[config.mk]
export PLATFORM = sky130hd
export DESIGN_NAME = time_set_ctrl
export DESIGN_NICKNAME = d
export VERILOG_FILES = /design/src/rtl/time_set_ctrl.sv
export SDC_FILE = /design/constraint.sdc
export NUM_CORES = 1
export LEC_CHECK = 0
export BUFFER_PORTS_ARGS = -buffer_cell sky130_fd_sc_hd__buf_2
export CORE_MARGIN = 1.5
export CORE_UTILIZATION = 45
export DETAILED_ROUTE_END_ITERATION = 12
export PLACE_DENSITY = 0.73
export SYNTH_ARGS = -nofsm -noshare
export SYNTH_HDL_FRONTEND = slang
export SYNTH_SLANG_ARGS = --single-unit
[constraint.sdc]
create_clock -name clk -period 1.7 [get_ports clk]
set_input_delay 0.085 -clock clk [delete_from_list [all_inputs] [get_ports clk]]
set_output_delay 0.085 -clock clk [all_outputs]
set_load 0.01 [all_outputs]
[src/rtl/time_set_ctrl.sv]
// Front-panel set sequencer: RUN -> EDIT_H -> EDIT_M -> COMMIT, with inactivity
// timeout, field blink and a one-cycle load strobe for the hour/minute counters.
module time_set_ctrl #(
   parameter int unsigned TIMEOUT_CYCLES = 1000,
   parameter int unsigned BLINK_HALF     = 250,
   parameter int unsigned HOUR_MAX       = 23,
   parameter int unsigned MINUTE_MAX     = 59
) (
   input  logic       clk,
   input  logic       rst,
   input  logic       mode_pulse,
   input  logic       inc_pulse,
   input  logic       dec_pulse,
   input  logic [4:0] cur_hour,
   input  logic [5:0] cur_minute,
   output logic [4:0] set_hour,
   output logic [5:0] set_minute,
   output logic       set,
   output logic       editing,
   output logic [1:0] edit_field,
   output logic       blink
);

   localparam int unsigned HW   = 5;
   localparam int unsigned MW   = 6;
   localparam int unsigned TO_W = $clog2(TIMEOUT_CYCLES + 1);
   localparam int unsigned BL_W = $clog2(BLINK_HALF + 1);

   typedef enum logic [1:0] {
      RUN    = 2'd0,
      EDIT_H = 2'd1,
      EDIT_M = 2'd2,
      COMMIT = 2'd3
   } state_t;

   state_t          state;
   logic [HW-1:0]   edit_h;
   logic [MW-1:0]   edit_m;
   logic [TO_W-1:0] to_cnt;
   logic [BL_W-1:0] bl_cnt;

   logic [HW-1:0]   hour_cap, hour_up, hour_dn;
   logic [MW-1:0]   minute_cap, minute_up, minute_dn;
   logic            to_expired, bl_wrap;

   // Captured live values are clamped to zero when out of range; edits wrap at the limits.
   assign hour_cap   = (cur_hour > HW'(HOUR_MAX)) ? '0 : cur_hour;
   assign minute_cap = (cur_minute > MW'(MINUTE_MAX)) ? '0 : cur_minute;
   assign hour_up    = (edit_h == HW'(HOUR_MAX)) ? '0 : edit_h + HW'(1);
   assign hour_dn    = (edit_h == '0) ? HW'(HOUR_MAX) : edit_h - HW'(1);
   assign minute_up  = (edit_m == MW'(MINUTE_MAX)) ? '0 : edit_m + MW'(1);
   assign minute_dn  = (edit_m == '0) ? MW'(MINUTE_MAX) : edit_m - MW'(1);

   assign to_expired = (to_cnt == TO_W'(TIMEOUT_CYCLES - 1));
   assign bl_wrap    = (bl_cnt == BL_W'(BLINK_HALF - 1));

   always_ff @(posedge clk or posedge rst) begin
      if (rst) begin
         state      <= RUN;
         edit_h     <= '0;
         edit_m     <= '0;
         to_cnt     <= '0;
         bl_cnt     <= '0;
         set_hour   <= '0;
         set_minute <= '0;
         set        <= 1'b0;
         editing    <= 1'b0;
         edit_field <= 2'd0;
         blink      <= 1'b0;
      end else begin
         set        <= 1'b0;
         set_hour   <= edit_h;
         set_minute <= edit_m;
         case (state)
            RUN: begin
               if (mode_pulse) begin
                  state      <= EDIT_H;
                  edit_h     <= hour_cap;
                  edit_m     <= minute_cap;
                  to_cnt     <= '0;
                  bl_cnt     <= '0;
                  blink      <= 1'b1;
                  editing    <= 1'b1;
                  edit_field <= 2'd1;
               end
            end
            EDIT_H, EDIT_M: begin
               // Free-running blink; later branches override it on field change or exit.
               bl_cnt <= bl_wrap ? '0 : bl_cnt + BL_W'(1);
               if (bl_wrap) blink <= ~blink;
               if (mode_pulse) begin
                  to_cnt <= '0;
                  bl_cnt <= '0;
                  if (state == EDIT_H) begin
                     state      <= EDIT_M;
                     blink      <= 1'b1;
                     edit_field <= 2'd2;
                  end else begin
                     state      <= COMMIT;
                     set        <= 1'b1;
                     blink      <= 1'b0;
                     editing    <= 1'b0;
                     edit_field <= 2'd0;
                  end
               end else if (inc_pulse || dec_pulse) begin
                  // inc+dec together is activity but leaves the field alone.
                  to_cnt <= '0;
                  if (inc_pulse && !dec_pulse) begin
                     if (state == EDIT_H) edit_h <= hour_up;
                     else                 edit_m <= minute_up;
                  end else if (dec_pulse && !inc_pulse) begin
                     if (state == EDIT_H) edit_h <= hour_dn;
                     else                 edit_m <= minute_dn;
                  end
               end else if (to_expired) begin
                  state      <= RUN;
                  to_cnt     <= '0;
                  bl_cnt     <= '0;
                  blink      <= 1'b0;
                  editing    <= 1'b0;
                  edit_field <= 2'd0;
               end else begin
                  to_cnt <= to_cnt + TO_W'(1);
               end
            end
            COMMIT: begin
               state <= RUN;
            end
            default: begin
               state <= RUN;
            end
         endcase
      end
   end

endmodule
==> flow_results.xml, run 1 <==
<?xml version="1.0" encoding="UTF-8"?>
<metrics>
  <group name="cells_and_area">
    <metric name="layout.cells.non_filler" unit="">446</metric>
    <metric name="syn2layout_area_growth" unit="%">28.64</metric>
    <metric name="finalNetCount" unit="">400</metric>
    <metric name="stdcell_area" unit="mm²">0.003496</metric>
    <metric name="most_frequent_cells_in_the_layout" unit="">47 x sky130_fd_sc_hd__dfrtp_1, 45 x sky130_fd_sc_hd__buf_4, 31 x sky130_fd_sc_hd__buf_2</metric>
    <metric name="leading_cell_type_in_the_layout_fill_and_taps_excluded" unit="">sky130_fd_sc_hd__dfrtp_1</metric>
    <metric name="antenna_cells_inserted" unit="">0</metric>
    <metric name="ratio_of_cells_with_drive_above_1_in_the_final_layout" unit="%">32.35</metric>
  </group>
  <group name="global_routing">
    <metric name="via_count_of_the_first_global_routing_pass" unit="">2300</metric>
    <metric name="global_route.overflow_total" unit="">0</metric>
    <metric name="wire_length_of_the_first_global_routing_pass" unit="µm">10290</metric>
    <metric name="grt_use_total" unit="%">20.03</metric>
    <metric name="antenna_violations_before_repair" unit="">0</metric>
    <metric name="grt_start_max_net_pins" unit="">48</metric>
  </group>
  <group name="critical_path">
    <metric name="worst_r2r_endpoint" unit="">edit_h[4]</metric>
    <metric name="worst_ep_arrival_time" unit="ns">1.87</metric>
    <metric name="regToRegStartpoint" unit="">edit_h[0]</metric>
    <metric name="worstSetupPathType" unit="">flop to flop</metric>
    <metric name="timing.critical_path.from_type" unit="">flop</metric>
    <metric name="worst_r2r_path_depth" unit="">6</metric>
    <metric name="critical_path_required" unit="ns">1.88</metric>
    <metric name="r2r_slack" unit="ns">0.01</metric>
    <metric name="timing.critical_path.fanout_max" unit="">3</metric>
    <metric name="endpoint_kind" unit="">flop</metric>
  </group>
  <group name="run_status">
    <metric name="status" unit="">complete, no violations</metric>
  </group>
  <group name="floorplanning">
    <metric name="row_count" unit="">28</metric>
    <metric name="floorplan.io_pins" unit="">32</metric>
    <metric name="fp.dieH" unit="µm">80.71</metric>
    <metric name="die_w" unit="µm">80.71</metric>
    <metric name="die-area" unit="mm²">0.006514</metric>
    <metric name="initial_core_util" unit="%">46.17</metric>
    <metric name="placeableCoreArea" unit="mm²">0.005886</metric>
  </group>
  <group name="placement">
    <metric name="gp_congestion" unit="">0.8968</metric>
    <metric name="placedCellCount" unit="">429</metric>
    <metric name="hpwlAfterDp" unit="µm">4403</metric>
    <metric name="buffer_ports.inserted" unit="">31</metric>
    <metric name="dp_worst_setup_slack" unit="ns">-0.09971</metric>
    <metric name="post_dp_cell_area" unit="mm²">0.003214</metric>
  </group>
  <group name="sta">
    <metric name="worst-slew-pin-transition" unit="ns">0.5880</metric>
    <metric name="post-route-worst-setup-slack" unit="ns">0.01089</metric>
    <metric name="timing.final.crit_share" unit="%">99.36</metric>
    <metric name="fin_skew" unit="ns">0.009676</metric>
    <metric name="fmaxAchievable" unit="GHz">0.5920</metric>
    <metric name="max-slew-margin-rel" unit="%">60.80</metric>
    <metric name="finalWorstPathRequiredPeriod" unit="ns">1.689</metric>
    <metric name="final-setup-viol-count" unit="">0</metric>
    <metric name="report.final.hold_viol_count" unit="">0</metric>
    <metric name="hold_ws" unit="ns">0.1077</metric>
    <metric name="final_max_slew_viol_count" unit="">0</metric>
    <metric name="setup_repair_after_global_routing_missed_its_margin" unit="">true</metric>
  </group>
  <group name="flow_run">
    <metric name="drv.max_cap_violation_count" unit="">0</metric>
  </group>
  <group name="logic_synthesis">
    <metric name="syn_area_per_cell" unit="µm²">9.150</metric>
    <metric name="synth-edff-count" unit="">0</metric>
    <metric name="post_synth_instance_area" unit="mm²">0.002718</metric>
    <metric name="synth_ff_type" unit="">sky130_fd_sc_hd__dfrtp_1</metric>
    <metric name="yosys_warnings" unit="">0</metric>
    <metric name="synth_cell_types" unit="">50</metric>
    <metric name="ys_seq_elements" unit="">47</metric>
    <metric name="syn_nets" unit="">327</metric>
    <metric name="async_reset_ff_share" unit="%">100.0</metric>
    <metric name="post_synth_inst_count" unit="">297</metric>
    <metric name="synth.yosys.seq_area_share" unit="%">43.28</metric>
  </group>
  <group name="min_path">
    <metric name="hold_path_depth" unit="">3</metric>
    <metric name="min_delay_worst_endpoint" unit="">edit_h[1]</metric>
    <metric name="timing.hold.worst.start" unit="">cur_hour[1]</metric>
    <metric name="timing.hold.worst.class" unit="">input pin to flop</metric>
  </group>
  <group name="power_and_ir_drop">
    <metric name="post-layout-total-power" unit="µW">6205</metric>
    <metric name="p_leak" unit="µW">0.001629</metric>
    <metric name="power.density_cell_area" unit="mW/mm²">1775</metric>
    <metric name="max-vdd-ir-drop" unit="mV">1.148</metric>
  </group>
  <group name="cts">
    <metric name="clk_latency" unit="ns">0.29</metric>
    <metric name="clock_tree.buffer_depth" unit="">2</metric>
    <metric name="ctsHtreeMaxLevel" unit="">2</metric>
    <metric name="cts_made_buffers" unit="">5</metric>
    <metric name="cts_root_buf" unit="">sky130_fd_sc_hd__clkbuf_8</metric>
    <metric name="clock_sinks" unit="">47</metric>
    <metric name="tritoncts" unit="">built</metric>
    <metric name="clock_input_transition_at_the_sequential_cells_of_the_worst_setup_and_hold_paths" unit="ns">0.08</metric>
  </group>
  <group name="routing">
    <metric name="drt_pass1_iterations" unit="">4</metric>
    <metric name="route.detailed.wl_per_inst" unit="µm">14.15</metric>
    <metric name="routed-via-count" unit="">2415</metric>
    <metric name="wl" unit="µm">6312</metric>
    <metric name="ant_nets" unit="">0</metric>
    <metric name="detail_route.drc_violations" unit="">0</metric>
    <metric name="viasPerCell" unit="">5.415</metric>
    <metric name="drt_iter0_markers" unit="">148</metric>
  </group>
</metrics>
## where the power goes
part           total [µW]  switching, µW  internal (µW)
Clock                 729            358            372
Sequential           1700            223           1480
Combinational        3770           2050           1730
Total                6210           2630           3580
## cells by family (layout without fill, tap and decap cells)
group	count (synthesis)	after routing	share of synthesized area, %
adder cells (fa/ha/maj)	14	14	6.446
flip-flops	47	47	43.28
AND/OR/NAND/NOR	103	103	19.80
buffers and inverters	33	107	5.525
XOR/XNOR	16	16	5.157
multiplexers	5	5	1.980
AO/OA/AOI/OAI	79	79	17.82
## metrics by stage
step | setup TNS (ns) | util [%]
after floorplan | -0.02508 | -
after global placement | -0.02207 | 54.61
after detailed placement | -0.4009 | 54.61
after CTS | -0.1485 | 56.59
after global routing | -0.6168 | 59.40
final | 0 | 59.40
## flip-flops by register name, indices dropped and copies added, names as in the netlist
name        cells
to_cnt         10
set_minute      6
edit_field      2
edit_m          6
bl_cnt          8
edit_h          5
editing         1
set_hour        5
blink           1
state           2
set             1
## Yosys cell counts (2+ instances only)
library cell | count | area, µm²
sky130_fd_sc_hd__nand4_1 | 8 | 50.05
sky130_fd_sc_hd__a21o_1 | 4 | 30.03
sky130_fd_sc_hd__clkbuf_1 | 3 | 11.26
sky130_fd_sc_hd__o2bb2ai_1 | 2 | 17.52
sky130_fd_sc_hd__buf_2 | 6 | 30.03
sky130_fd_sc_hd__nand2_1 | 25 | 93.84
sky130_fd_sc_hd__buf_4 | 2 | 15.01
sky130_fd_sc_hd__mux2_2 | 3 | 33.78
sky130_fd_sc_hd__a22oi_1 | 3 | 22.52
sky130_fd_sc_hd__nor3b_1 | 3 | 22.52
sky130_fd_sc_hd__nand3_1 | 13 | 65.06
sky130_fd_sc_hd__or3_1 | 2 | 12.51
sky130_fd_sc_hd__o31ai_1 | 2 | 15.01
sky130_fd_sc_hd__o21ai_0 | 21 | 105.1
sky130_fd_sc_hd__a31oi_1 | 9 | 56.30
sky130_fd_sc_hd__a21oi_1 | 25 | 125.1
sky130_fd_sc_hd__a211o_1 | 2 | 17.52
sky130_fd_sc_hd__mux2i_1 | 2 | 20.02
sky130_fd_sc_hd__nor3_1 | 10 | 50.05
sky130_fd_sc_hd__xnor2_1 | 8 | 70.07
sky130_fd_sc_hd__xor2_1 | 8 | 70.07
sky130_fd_sc_hd__a32o_1 | 2 | 20.02
sky130_fd_sc_hd__ha_1 | 14 | 175.2
sky130_fd_sc_hd__nor2_1 | 27 | 101.4
sky130_fd_sc_hd__inv_1 | 20 | 75.07
sky130_fd_sc_hd__and3_1 | 2 | 12.51
sky130_fd_sc_hd__nor4_1 | 2 | 12.51
sky130_fd_sc_hd__dfrtp_1 | 47 | 1176
## final cells by class
| cell class | count | area [µm²] |
|---|---|---|
| clock buffers | 8 | 100.1 |
| fillers | 523 | 2390 |
| inverters | 20 | 75.07 |
| multi-input cells | 217 | 1525 |
| flip-flops and latches | 47 | 1176 |
| well taps | 75 | 93.84 |
| repair buffers | 79 | 525.5 |
## layer usage
layer  up-vias  wire (µm)  GRT usage [%]
met5         -          0              0
met4         0         31          3.621
met3         5        234          4.205
met2        48       3259          35.71
met1      1160       2786          25.14
li1       1202          -              -
## timing repair
action,CTS,global route
gates resized for setup,3,32
setup buffers,0,8
hold buffers,1,0
hold endpoints to repair,47,0
pin swaps,1,12
gates cloned,0,0
setup endpoints to repair,14,32
## worst max-delay path: stages (launching register included)
cell                      delay [ns]
sky130_fd_sc_hd__dfrtp_1        0.38
sky130_fd_sc_hd__inv_1          0.08
sky130_fd_sc_hd__ha_4           0.13
sky130_fd_sc_hd__or4b_4         0.47
sky130_fd_sc_hd__a31oi_1        0.18
sky130_fd_sc_hd__a21oi_1        0.08
sky130_fd_sc_hd__mux2_4         0.26
## worst max-delay path by stage
stage | from | endpoint | slack (ns)
after floorplan | edit_h[0] | edit_h[4] | -0.03
after global placement | state[1] | edit_m[2] | -0.02
after detailed placement | state[1] | edit_m[2] | -0.1
after CTS | state[1] | edit_m[2] | -0.03
after global routing | state[0] | bl_cnt[6] | -0.07
final | edit_h[0] | edit_h[4] | 0.01
(Power assumes the default switching activity.)
==> inputs of run 2 (changes only) <==
Settings changed: PLACE_DENSITY 0.73 to 0.67.
==> run 2 against run 1 <==
  * The flow now finishes with violations (setup timing)
  * Clock power shrank 8.8%
  * Cell area grew 2.2%
  * Core utilization is 1.3 points higher
  * Wire length is 4.3% higher
  * Non-clock buffer count shrank 5
  * Critical endpoint unchanged
  * Largest power group unchanged
  * Highest routed layer unchanged
==> flow_results.xml, run 2 (synthesis results as in run 1) <==
<?xml version="1.0" encoding="UTF-8"?>
<metrics>
  <group name="cells_and_area">
    <metric name="finalNetCount" unit="">395</metric>
    <metric name="most_frequent_cells_in_the_layout" unit="">47 x sky130_fd_sc_hd__dfrtp_1, 36 x sky130_fd_sc_hd__buf_4, 31 x sky130_fd_sc_hd__buf_2</metric>
    <metric name="antenna_cells_inserted" unit="">0</metric>
    <metric name="stdcell_area" unit="mm²">0.003572</metric>
    <metric name="syn2layout_area_growth" unit="%">31.45</metric>
    <metric name="ratio_of_cells_with_drive_above_1_in_the_final_layout" unit="%">36.07</metric>
    <metric name="leading_cell_type_in_the_layout_fill_and_taps_excluded" unit="">sky130_fd_sc_hd__dfrtp_1</metric>
    <metric name="largest_register" unit="">to_cnt</metric>
    <metric name="flip_flop_count_of_the_largest_register_after_layout" unit="">10</metric>
    <metric name="layout_top_registers" unit="">to_cnt (10), bl_cnt (8)</metric>
  </group>
  <group name="sta">
    <metric name="final_max_slew_viol_count" unit="">0</metric>
    <metric name="max-slew-margin-rel" unit="%">64.06</metric>
    <metric name="fin_skew" unit="ns">0.007094</metric>
    <metric name="final-setup-viol-count" unit="">1</metric>
    <metric name="setup_repair_after_global_routing_missed_its_margin" unit="">true</metric>
    <metric name="hold_ws" unit="ns">0.1122</metric>
    <metric name="finalWorstPathRequiredPeriod" unit="ns">1.745</metric>
    <metric name="report.final.hold_viol_count" unit="">0</metric>
    <metric name="fmaxAchievable" unit="GHz">0.5731</metric>
    <metric name="timing.final.crit_share" unit="%">102.6</metric>
    <metric name="post-route-worst-setup-slack" unit="ns">-0.04495</metric>
    <metric name="worst-slew-pin-transition" unit="ns">0.5384</metric>
  </group>
  <group name="critical_path">
    <metric name="critPathMaxStageDelay" unit="ns">0.51</metric>
    <metric name="critical_path_required" unit="ns">1.89</metric>
    <metric name="timing.critical_path.from_type" unit="">flop</metric>
    <metric name="worstSetupPathType" unit="">flop to flop</metric>
    <metric name="worst_ep_arrival_time" unit="ns">1.93</metric>
    <metric name="path_delay_family" unit="">simple AND/OR/NAND/NOR gates</metric>
    <metric name="endpoint_kind" unit="">flop</metric>
    <metric name="timing.critical_path.buf_inv" unit="">1</metric>
    <metric name="crit_cells" unit="">6</metric>
    <metric name="timing.critical_path.fanout_max" unit="">3</metric>
    <metric name="critical-path-slowest-cell" unit="">sky130_fd_sc_hd__or4b_4</metric>
    <metric name="crit_path_cell_trace" unit="">inv_1 -&gt; ha_2 -&gt; or4b_4 -&gt; a31oi_4 -&gt; a21oi_2 -&gt; mux2_4</metric>
    <metric name="worst_r2r_path_depth" unit="">6</metric>
  </group>
  <group name="min_path">
    <metric name="hold_path_depth" unit="">3</metric>
    <metric name="timing.hold.worst.class" unit="">input pin to flop</metric>
  </group>
  <group name="run_status">
    <metric name="violations" unit="">setup timing</metric>
    <metric name="status" unit="">finished, violations left</metric>
  </group>
  <group name="routing">
    <metric name="route.detailed.wl_per_inst" unit="µm">14.93</metric>
    <metric name="detail_route.drc_violations" unit="">0</metric>
    <metric name="ant_nets" unit="">0</metric>
    <metric name="viasPerCell" unit="">5.526</metric>
    <metric name="dr.max_layer_used" unit="">met4</metric>
    <metric name="drt_pass1_iterations" unit="">4</metric>
    <metric name="routed-via-count" unit="">2437</metric>
    <metric name="wl" unit="µm">6586</metric>
    <metric name="drt_iter0_markers" unit="">123</metric>
    <metric name="wl_met2" unit="µm">3392</metric>
    <metric name="wirelength_met1" unit="µm">2800</metric>
    <metric name="met3_length" unit="µm">346</metric>
  </group>
  <group name="cts">
    <metric name="clk_latency" unit="ns">0.30</metric>
    <metric name="cts_root_buf" unit="">sky130_fd_sc_hd__clkbuf_8</metric>
    <metric name="tritoncts" unit="">built</metric>
    <metric name="clock_sinks" unit="">47</metric>
    <metric name="clock_tree.buffer_depth" unit="">2</metric>
    <metric name="clock_input_transition_at_the_sequential_cells_of_the_worst_setup_and_hold_paths" unit="ns">0.09</metric>
    <metric name="ctsHtreeMaxLevel" unit="">2</metric>
    <metric name="cts_made_buffers" unit="">5</metric>
  </group>
  <group name="placement">
    <metric name="gp_congestion" unit="">0.9255</metric>
    <metric name="hpwlAfterDp" unit="µm">4525</metric>
    <metric name="post_dp_cell_area" unit="mm²">0.003197</metric>
    <metric name="buffer_ports.inserted" unit="">31</metric>
    <metric name="dp_worst_setup_slack" unit="ns">-0.09585</metric>
  </group>
  <group name="power_and_ir_drop">
    <metric name="max-vdd-ir-drop" unit="mV">0.9678</metric>
    <metric name="post-layout-total-power" unit="µW">6338</metric>
    <metric name="power.density_cell_area" unit="mW/mm²">1774</metric>
    <metric name="p_leak" unit="µW">0.001623</metric>
  </group>
  <group name="global_routing">
    <metric name="grt_start_max_net_pins" unit="">26</metric>
    <metric name="via_count_of_the_first_global_routing_pass" unit="">2191</metric>
    <metric name="grt_use_total" unit="%">20.65</metric>
    <metric name="global_route.overflow_total" unit="">0</metric>
    <metric name="antenna_violations_before_repair" unit="">0</metric>
    <metric name="wire_length_of_the_first_global_routing_pass" unit="µm">10470</metric>
  </group>
  <group name="flow_run">
    <metric name="drv.max_cap_violation_count" unit="">0</metric>
  </group>
  <group name="floorplanning">
    <metric name="placeableCoreArea" unit="mm²">0.005886</metric>
    <metric name="floorplan.io_pins" unit="">32</metric>
    <metric name="die_w" unit="µm">80.71</metric>
    <metric name="initial_core_util" unit="%">46.17</metric>
    <metric name="row_count" unit="">28</metric>
    <metric name="fp.dieH" unit="µm">80.71</metric>
    <metric name="die-area" unit="mm²">0.006514</metric>
  </group>
</metrics>
run 2: cell types whose count changed in the layout (fill, tap and decap cells not counted), moves of 3 or more:
cell / previous run / this run
sky130_fd_sc_hd__buf_4: 45 / 36
sky130_fd_sc_hd__nor2_4: 0 / 6
sky130_fd_sc_hd__o21ai_0: 18 / 15
sky130_fd_sc_hd__buf_6: 2 / 5
sky130_fd_sc_hd__nor2_1: 20 / 14
run 2: worst register-to-register path: stages, from the launching register on:
cell	delay, ns
sky130_fd_sc_hd__dfrtp_1	0.38
sky130_fd_sc_hd__inv_1	0.07
sky130_fd_sc_hd__ha_2	0.17
sky130_fd_sc_hd__or4b_4	0.51
sky130_fd_sc_hd__a31oi_4	0.19
sky130_fd_sc_hd__a21oi_2	0.06
sky130_fd_sc_hd__mux2_4	0.25
run 2: per-layer routing:
| metal | vias up | global-route usage (%) |
|---|---|---|
| met3 | 8 | 3.864 |
| met4 | 0 | 4.138 |
| met5 | - | 0 |
| met2 | 73 | 35.80 |
| met1 | 1161 | 26.90 |
| li1 | 1195 | - |
run 2: area by class of cell:
type,instances,area (µm²)
flip-flops and latches,47,1176
fillers,545,2313
multi-input cells,217,1630
well taps,75,93.84
clock inverters,2,12.51
inverters,20,75.07
repair buffers,74,511.7
clock buffers,6,72.57
run 2: report_power, final:
part           internal, µW  total (µW)  leakage (µW)  switching [µW]
Clock                   288         665     0.0000412             377
Sequential             1480        1730      0.000602             253
Combinational          1760        3940      0.000980            2180
Total                  3530        6340       0.00162            2810
run 2: per-stage QoR:
step / util (%) / TNS, ns / std cells
global route: 60.69 / -0.6089 / 441
global placement: 54.32 / -0.03346 / 425
detailed placement: 54.32 / -0.3367 / 425
CTS: 56.46 / 0 / 434
floorplan: - / -0.02508 / 297
finish: 60.69 / -0.04495 / 441
run 2: final timing paths:
path / start / end / slack (ns)
setup / recovery: edit_h[1] / edit_h[4] / -0.04
hold / removal: cur_hour[0] / edit_h[0] / 0.11
setup reg to reg: edit_h[1] / edit_h[4] / -0.04
hold reg to reg: edit_field[1] / edit_field[1] / 0.52
max in group asynchronous: rst / bl_cnt[2] / 0.80
min in group asynchronous: rst / edit_h[1] / 0.37
run 2: repair_timing:
| item | in CTS | in global routing |
|---|---|---|
| hold endpoints to repair | 22 | 0 |
| resized for setup | 10 | 54 |
| buffers inserted | 0 | 7 |
| hold buffers | 1 | 0 |
| setup endpoints to repair | 11 | 25 |
| pin swaps | 0 | 14 |
==> inputs of run 3 (changes only) <==
--- a/config.mk
+++ b/config.mk
@@ -10,5 +10,7 @@
 export CORE_UTILIZATION = 45
 export DETAILED_ROUTE_END_ITERATION = 12
+export GPL_TIMING_DRIVEN = 0
 export PLACE_DENSITY = 0.67
+export SLEW_MARGIN = 0
 export SYNTH_ARGS = -nofsm -noshare
 export SYNTH_HDL_FRONTEND = slang
==> constraint.sdc (replaced) <==
create_clock -name clk -period 1.7 [get_ports clk]
set_input_delay 0 -clock clk [delete_from_list [all_inputs] [get_ports clk]]
set_output_delay 0 -clock clk [all_outputs]
set_load 0.01 [all_outputs]
==> run 3 against run 2 <==
  * The run still ends with setup timing left
  * Wire length shrank 3.8%
  * Cell count shrank 1.1%
  * Via count decreased by 0.57%
  * Critical endpoint is now edit_m[0]
  * Largest cell class unchanged
  * Highest routed layer unchanged
==> flow_results.xml, run 3 (synthesis results as in run 1) <==
<?xml version="1.0" encoding="UTF-8"?>
<metrics>
  <group name="cells_and_area">
    <metric name="layout_top_registers" unit="">to_cnt (10), bl_cnt (8)</metric>
    <metric name="multi_input_comb_area" unit="mm²">0.001584</metric>
    <metric name="antenna_cells_inserted" unit="">0</metric>
    <metric name="num-fill-cells" unit="">531</metric>
    <metric name="most_frequent_cells_in_the_layout" unit="">46 x sky130_fd_sc_hd__dfrtp_1, 37 x sky130_fd_sc_hd__buf_2, 25 x sky130_fd_sc_hd__nand2_1</metric>
    <metric name="ratio_of_cells_with_drive_above_1_in_the_final_layout" unit="%">32.69</metric>
    <metric name="largest_register" unit="">to_cnt</metric>
    <metric name="finalNetCount" unit="">391</metric>
    <metric name="syn2layout_area_growth" unit="%">27.95</metric>
    <metric name="flip_flop_count_of_the_largest_register_after_layout" unit="">10</metric>
    <metric name="layout.cells.non_filler" unit="">436</metric>
    <metric name="leading_cell_type_in_the_layout_fill_and_taps_excluded" unit="">sky130_fd_sc_hd__dfrtp_1</metric>
    <metric name="ff_latch_area" unit="mm²">0.001177</metric>
  </group>
  <group name="routing">
    <metric name="detail_route.drc_violations" unit="">0</metric>
    <metric name="drt_pass1_iterations" unit="">4</metric>
    <metric name="viasPerCell" unit="">5.557</metric>
    <metric name="ant_nets" unit="">0</metric>
    <metric name="routed-via-count" unit="">2423</metric>
    <metric name="drt_iter0_markers" unit="">169</metric>
    <metric name="route.detailed.wl_per_inst" unit="µm">14.54</metric>
    <metric name="wl" unit="µm">6339</metric>
  </group>
  <group name="sta">
    <metric name="setup_repair_after_global_routing_missed_its_margin" unit="">true</metric>
    <metric name="worst-slew-pin-transition" unit="ns">0.4363</metric>
    <metric name="post-route-worst-setup-slack" unit="ns">-0.05904</metric>
    <metric name="final_max_slew_viol_count" unit="">0</metric>
    <metric name="fmaxAchievable" unit="GHz">0.5685</metric>
    <metric name="report.final.hold_viol_count" unit="">0</metric>
    <metric name="finalWorstPathRequiredPeriod" unit="ns">1.759</metric>
    <metric name="final-setup-viol-count" unit="">7</metric>
    <metric name="timing.final.crit_share" unit="%">103.5</metric>
    <metric name="max-slew-margin-rel" unit="%">70.87</metric>
    <metric name="fin_skew" unit="ns">0.003700</metric>
  </group>
  <group name="cts">
    <metric name="clock_tree.buffer_depth" unit="">2</metric>
    <metric name="clk_latency" unit="ns">0.30</metric>
    <metric name="cts_made_buffers" unit="">5</metric>
    <metric name="ctsHtreeMaxLevel" unit="">2</metric>
    <metric name="cts_root_buf" unit="">sky130_fd_sc_hd__clkbuf_8</metric>
    <metric name="tritoncts" unit="">built</metric>
    <metric name="clock_sinks" unit="">47</metric>
    <metric name="clock_input_transition_at_the_sequential_cells_of_the_worst_setup_and_hold_paths" unit="ns">0.08</metric>
  </group>
  <group name="placement">
    <metric name="placedCellCount" unit="">404</metric>
    <metric name="buffer_ports.inserted" unit="">31</metric>
    <metric name="hpwlAfterDp" unit="µm">4190</metric>
    <metric name="gp_congestion" unit="">0.8184</metric>
  </group>
  <group name="critical_path">
    <metric name="critical_path_required" unit="ns">1.92</metric>
    <metric name="worstSetupPathType" unit="">flop to flop</metric>
    <metric name="timing.critical_path.fanout_max" unit="">6</metric>
    <metric name="timing.critical_path.from_type" unit="">flop</metric>
    <metric name="worst_ep_arrival_time" unit="ns">1.98</metric>
    <metric name="endpoint_kind" unit="">flop</metric>
  </group>
  <group name="floorplanning">
    <metric name="initial_core_util" unit="%">46.17</metric>
    <metric name="row_count" unit="">28</metric>
    <metric name="placeableCoreArea" unit="mm²">0.005886</metric>
    <metric name="die-area" unit="mm²">0.006514</metric>
    <metric name="die_w" unit="µm">80.71</metric>
    <metric name="fp.dieH" unit="µm">80.71</metric>
    <metric name="floorplan.io_pins" unit="">32</metric>
  </group>
  <group name="power_and_ir_drop">
    <metric name="max-vdd-ir-drop" unit="mV">0.9500</metric>
    <metric name="power.density_cell_area" unit="mW/mm²">1779</metric>
    <metric name="p_leak" unit="µW">0.001585</metric>
    <metric name="post-layout-total-power" unit="µW">6185</metric>
  </group>
  <group name="run_status">
    <metric name="violations" unit="">setup timing</metric>
    <metric name="status" unit="">finished, violations left</metric>
  </group>
  <group name="global_routing">
    <metric name="grt_start_max_net_pins" unit="">30</metric>
    <metric name="antenna_violations_before_repair" unit="">0</metric>
    <metric name="grt_use_total" unit="%">19.44</metric>
    <metric name="wire_length_of_the_first_global_routing_pass" unit="µm">9873</metric>
    <metric name="via_count_of_the_first_global_routing_pass" unit="">2238</metric>
    <metric name="global_route.overflow_total" unit="">0</metric>
  </group>
  <group name="min_path">
    <metric name="timing.hold.worst.class" unit="">input pin to flop</metric>
  </group>
  <group name="flow_run">
    <metric name="drv.max_cap_violation_count" unit="">0</metric>
  </group>
</metrics>
[run 3: layout make-up]
class / instances / area share, %
inverter: 20 / 2.159
buffer: 12 / 2.267
clock inverter: 1 / 0.1439
multi-input combinational: 217 / 45.56
sequential: 47 / 33.86
timing repair buffer: 58 / 10.94
tap: 75 / 2.699
clock buffer: 6 / 2.375
[run 3: worst paths after layout]
check | startpoint | to | slack [ns] | depth (start not counted)
hold reg to reg | edit_m[2] | set_minute[2] | 0.38 | 0
min in group asynchronous | rst | bl_cnt[7] | 0.24 | 3
setup reg to reg | state[1] | edit_m[0] | -0.06 | 8
setup / recovery | state[1] | edit_m[0] | -0.06 | 8
max in group asynchronous | rst | edit_h[0] | 0.96 | 4
hold / removal | cur_hour[4] | edit_h[3] | 0.01 | 3
[run 3: power breakdown]
part | switching, µW | internal (µW) | total [µW]
combinational | 2080 | 1670 | 3750
clock | 367 | 320 | 687
sequential | 263 | 1480 | 1750
[run 3: repair_timing]
| action | CTS | global route |
|---|---|---|
| hold endpoints to repair | 18 | 0 |
| pin swaps | 4 | 11 |
| gates cloned | 0 | 1 |
| endpoints found under the setup margin | 32 | 30 |
| buffers inserted | 10 | 14 |
| hold buffers | 1 | 0 |
| gates resized for setup | 23 | 27 |
[run 3: critical path, cell delays in order, from the launching register on]
cell                      delay (ns)
sky130_fd_sc_hd__dfrtp_1        0.38
sky130_fd_sc_hd__inv_2          0.07
sky130_fd_sc_hd__ha_4           0.29
sky130_fd_sc_hd__and3b_2        0.22
sky130_fd_sc_hd__a31oi_4        0.20
sky130_fd_sc_hd__a21o_1         0.18
sky130_fd_sc_hd__buf_6          0.15
sky130_fd_sc_hd__a31oi_4        0.04
sky130_fd_sc_hd__a22oi_2        0.15
[run 3: stage by stage]
step                      worst slack [ns]  TNS (ns)  hold WS, ns  util (%)  cell area (µm²)
after floorplan                   -0.02508  -0.02508       0.1907         -             2748
after global placement             -0.3295    -6.460       0.3259     50.91             2997
after detailed placement           -0.3306    -4.835      0.02344     51.25             3017
after CTS                         -0.05452  -0.09502     0.004795     55.23             3251
after global routing               -0.1297    -1.200      0.02573     59.08             3477
final                             -0.05904   -0.3133      0.01343     59.08             3477
[run 3: per-layer routing]
layer / track usage (%) / share of wire (%)
met5: 0 / 0
met4: 3.793 / 0.73
met3: 4.432 / 4.0
met2: 35.71 / 53
met1: 23.16 / 42
